[config.mk]
export PLATFORM = sky130hd
export DESIGN_NAME = div
export DESIGN_NICKNAME = d
export VERILOG_FILES = /design/src/rtl/div.sv
export SDC_FILE = /design/constraint.sdc
export NUM_CORES = 1
export LEC_CHECK = 0
export BUFFER_PORTS_ARGS = -buffer_cell sky130_fd_sc_hd__buf_2
export CAP_MARGIN = 20
export CORE_ASPECT_RATIO = 0.7
export CORE_MARGIN = 2
export CORE_UTILIZATION = 60
export CTS_BUF_LIST = sky130_fd_sc_hd__clkbuf_2 sky130_fd_sc_hd__clkbuf_4 sky130_fd_sc_hd__clkbuf_8
export CTS_CLUSTER_DIAMETER = 100
export DETAILED_ROUTE_END_ITERATION = 16
export GPL_ROUTABILITY_DRIVEN = 0
export HOLD_SLACK_MARGIN = 0.06
export PLACE_DENSITY = 0.93
export REMOVE_ABC_BUFFERS = 1
export SYNTH_ARGS = -nofsm -noshare
export SYNTH_HDL_FRONTEND = slang
export SYNTH_SLANG_ARGS = --single-unit
[constraint.sdc]
create_clock -name clk -period 5.7 [get_ports clk]
set_clock_uncertainty 0.05 [all_clocks]
set_input_delay 0.285 -clock clk [delete_from_list [all_inputs] [get_ports clk]]
set_output_delay 0.285 -clock clk [all_outputs]
set_load 0.01 [all_outputs]
[src/rtl/div.sv]
// Multi-cycle 32-bit restoring divider, signed or unsigned, with annul.
// Ports: clk, rst, signed_div_i, opdata1_i, opdata2_i, start_i, annul_i -> result_o {rem,quo}, ready_o.
module div (
  input  logic        clk,
  input  logic        rst,
  input  logic        signed_div_i,
  input  logic [31:0] opdata1_i,
  input  logic [31:0] opdata2_i,
  input  logic        start_i,
  input  logic        annul_i,
  output logic [63:0] result_o,
  output logic        ready_o
);

  typedef enum logic [1:0] {
    FREE,
    BYZERO,
    ON,
    END
  } state_t;

  state_t      state;
  state_t      state_nxt;
  logic [5:0]  cnt;
  logic [31:0] quo;
  logic [31:0] rem;
  logic [31:0] dvs;
  logic        neg_q;
  logic        neg_r;

  logic        take;
  logic [31:0] a_abs;
  logic [31:0] b_abs;
  logic [32:0] trial;
  logic [32:0] diff;
  logic [31:0] q_fix;
  logic [31:0] r_fix;

  assign take  = start_i && !annul_i;
  assign a_abs = (signed_div_i && opdata1_i[31]) ? (~opdata1_i + 32'd1) : opdata1_i;
  assign b_abs = (signed_div_i && opdata2_i[31]) ? (~opdata2_i + 32'd1) : opdata2_i;

  // 33-bit trial remainder: bit 32 of the difference is the borrow,
  // set exactly when the shifted remainder is below the divisor.
  assign trial = {rem, quo[31]};
  assign diff  = trial - {1'b0, dvs};

  assign q_fix = neg_q ? (~quo + 32'd1) : quo;
  assign r_fix = neg_r ? (~rem + 32'd1) : rem;

  always_ff @(posedge clk) begin
    if (rst) state <= FREE;
    else     state <= state_nxt;
  end

  always_comb begin
    state_nxt = state;
    unique case (state)
      FREE: begin
        if (take) state_nxt = (opdata2_i == 32'd0) ? BYZERO : ON;
      end
      BYZERO: begin
        state_nxt = annul_i ? FREE : END;
      end
      ON: begin
        if (annul_i)             state_nxt = FREE;
        else if (cnt == 6'd32)   state_nxt = END;
      end
      END: begin
        if (!start_i) state_nxt = FREE;
      end
      default: state_nxt = FREE;
    endcase
  end

  always_ff @(posedge clk) begin
    if (rst) begin
      cnt      <= 6'd0;
      quo      <= 32'd0;
      rem      <= 32'd0;
      dvs      <= 32'd0;
      neg_q    <= 1'b0;
      neg_r    <= 1'b0;
      result_o <= 64'd0;
      ready_o  <= 1'b0;
    end else begin
      unique case (state)
        FREE: begin
          if (take) begin
            cnt   <= 6'd0;
            quo   <= a_abs;
            rem   <= 32'd0;
            dvs   <= b_abs;
            neg_q <= signed_div_i && (opdata1_i[31] ^ opdata2_i[31]);
            neg_r <= signed_div_i && opdata1_i[31];
          end
          result_o <= 64'd0;
          ready_o  <= 1'b0;
        end
        BYZERO: begin
          result_o <= 64'd0;
          ready_o  <= !annul_i;
        end
        ON: begin
          if (annul_i) begin
            cnt      <= 6'd0;
            quo      <= 32'd0;
            rem      <= 32'd0;
            dvs      <= 32'd0;
            result_o <= 64'd0;
            ready_o  <= 1'b0;
          end else if (cnt != 6'd32) begin
            rem <= diff[32] ? trial[31:0] : diff[31:0];
            quo <= {quo[30:0], ~diff[32]};
            cnt <= cnt + 6'd1;
          end else begin
            result_o <= {r_fix, q_fix};
            ready_o  <= 1'b1;
          end
        end
        END: begin
          if (!start_i) begin
            result_o <= 64'd0;
            ready_o  <= 1'b0;
          end
        end
        default: begin
          result_o <= 64'd0;
          ready_o  <= 1'b0;
        end
      endcase
    end
  end

endmodule

==> metrics <==
outcome=completed; Seq cells post-synth=about 170; Synth Flop Type=dfxtp_1; vias per inst=~6.3; largest net degree at the start of global routing=between 50 and 60; Synth Cell Area=0.0107 mm2; VDD IR max=around 280 uV; GRT Util Overall=a little under a third; clk_lat worst skew=about 0.49 ns; Static Leak=between 4 and 5 nW; clock buffer depth=2; leading area contributor after synthesis=dfxtp_1; Die Span Y=about 120 um; final-stage net count=roughly 1600; Synth top area share=32.1%; Async SR Flop Fraction=0%; Design Power=5.03 mW; Antenna Nets Post-Route=0; DRT Pass-1 Iters=6; width of the die=~160 um; Fin. Hold Viols=0; clock sink count=between 150 and 200; antenna cell count=0; Core ar.=around 0.017 mm2; crit path DAT=between 4 and 5 ns; # rows=40; most frequent cell after synthesis=dfxtp_1; Root Driver=clkbuf_8; syn_area_per_cell=7.71 um2; final setup fails=0; H-tree depth=4; first-pass GRT wire length=roughly 48 mm; Yosys cell types=60; I/O pin cnt=roughly 130; crit path kind=register to register; TritonCTS clock tree=built; Worst path max stage delay=about 0.82 ns; Worst path most repeated cell=a21oi_1; setup tns final=0 ns; clock-pin slew on the worst setup and hold paths=approximately 0.090 ns; Synth top cells by count=dfxtp_1 (171), nor2_1 (137), nand2_1 (134); post-synthesis cell count=around 1400; Power Density=about 420 mW/mm2; design area=0.0120 mm2; DR DRC count=0; largest cells by area after synthesis=dfxtp_1 (32%), xnor2_1 (8.0%), o21ai_0 (5.9%), ha_1 (5.0%), nor2_1 (4.8%); detailed placement HPWL=21.5 mm; wire length after detailed routing=around 30 mm; number of global-route vias before repair=approximately 9500; Worst Hold Class=primary input to register; Iter 0 DRT Violations=1350; share of layout cells above drive strength 1=approximately an eighth; unrepaired setup endpoints after global routing=no; grt total ovfl=0; critical path's slowest cell=xor2_2; nature of the critical path startpoint=register; TritonCTS buffer count=17; Worst slew margin=21.7%; Final Slew Violations=0; Die Area=between 0.015 and 0.02 mm2; Yosys warning total=0; initial antenna violation count=0; Layout Area Growth over Synthesis=12.2%; # port buffers=133; Req. time, crit path=6.03 ns; number of synthesized flops with an enable pin=0; routed length per instance=roughly 17 um; worst-margin pin slew=roughly 1.2 ns; Max FO, Critical Path=21; fin crit share=69.8%; Area after DPL=~0.011 mm2; max-cap viol count=0; Worst setup EP type=register; post-synthesis sequential area ratio=32.1%; critical path, cell by cell=inv_1 > ha_1 > fa_1 > nand2b_1 > a21oi_1 > o211ai_1 > a21oi_1 > o21ai_1 > o31a_1 > xor2_2 > nand2_1 > a32o_1; Initial Utilization=just over 60%; Vias=10762; Max Clk Rate=about 250 MHz; final worst path period need=approximately 4.0 ns
state kept, by name (all words and copies together) (netlist names):
name	cells
result_o	64
neg_q	1
rem	32
neg_r	1
dvs	32
cnt	6
ready_o	1
state	2
quo	32
metrics by stage:
step,instances,hold WS (ns),util (%),setup WS [ns]
floorplan,1300,0.304,-,0.531
global placement,1678,0.384,66.4,1.93
detailed placement,1680,0.395,66.5,1.72
CTS,1713,0.0619,69.1,1.67
global route,1715,0.0896,69.3,1.52
finish,1715,0.0720,69.3,1.72
path summary, 6_finish.rpt:
check	depth (start not counted)	to	startpoint	slack, ns
setup / recovery	12	rem[0]	quo[31]	1.72
hold / removal	3	dvs[21]	opdata2_i[21]	0.07
setup reg to reg	12	rem[0]	quo[31]	1.72
hold reg to reg	2	dvs[7]	dvs[7]	0.41
power by group:
part	internal [mW]	switching [mW]	total, mW	leakage (nW)
Clock	0.494	0.493	0.988	0.230
Sequential	1.34	0.204	1.54	1.39
Combinational	0.927	1.57	2.50	3.32
layout by cell type, fill, tap and decap left out, types with 17 or more instances in the layout:
cell type / netlist / final
nand3_1: 68 / 68
a21oi_1: 78 / 78
inv_1: 59 / 59
nand2_1: 134 / 134
nor2_1: 137 / 137
buf_2: 0 / 133
nor3_1: 25 / 24
a22o_1: 19 / 19
o41ai_1: 20 / 20
dfxtp_1: 171 / 171
or3_1: 26 / 26
nand2b_1: 20 / 20
clkbuf_8: 0 / 17
o31ai_1: 26 / 26
xnor2_1: 97 / 96
a22oi_1: 44 / 44
o21ai_0: 126 / 126
xor2_1: 48 / 47
ha_1: 43 / 43
critical path, delay by kind of cell, from the launching register on:
family                     cells  cell delay [ns]
DFF                            1             0.40
buffers and inverters          1             0.09
adders and majority gates      2             0.62
AOI/OAI and AO/OA              6             1.55
and+or+nand+nor                2             0.34
xor gates and xnor gates       1             0.82
cells by family (layout without fill, tap and decap cells):
| kind of cell | Yosys count | after routing | synth area share (%) |
|---|---|---|---|
| simple gates | 478 | 478 | 21.1 |
| compound gates | 397 | 397 | 24.1 |
| flops | 171 | 171 | 32.1 |
| xor+xnor | 145 | 145 | 11.9 |
| buf+inv | 141 | 243 | 4.96 |
| fa+ha+maj | 44 | 44 | 5.23 |
| mux | 6 | 6 | 0.563 |
repair_timing:
item	in CTS	in global routing
endpoints found under the hold margin	1	0
gates resized for setup	0	0
hold buffers	1	0
setup buffers	0	0
metal layers:
| metal | GRT usage (%) | routed length (um) | part of all wire (%) | vias to the layer above |
|---|---|---|---|---|
| met4 | 8.50 | 550 | 1.8 | 0 |
| met3 | 8.77 | 3870 | 13 | 64 |
| met5 | 0 | 0 | 0 | - |
| met1 | 44.9 | 13100 | 44 | 4953 |
| met2 | 45.6 | 12300 | 41 | 646 |
| li1 | - | - | - | 5099 |
cell type report:
cell class / count / area [um2]
clock buffers: 18 / 241
clock inverters: 14 / 205
fillers: 1355 / 5300
inverters: 59 / 221
multi-input cells: 1070 / 6760
flip-flops and latches: 171 / 3420
well taps: 231 / 289
repair buffers: 152 / 826
No activity file was read; power rests on OpenSTA's default activity.
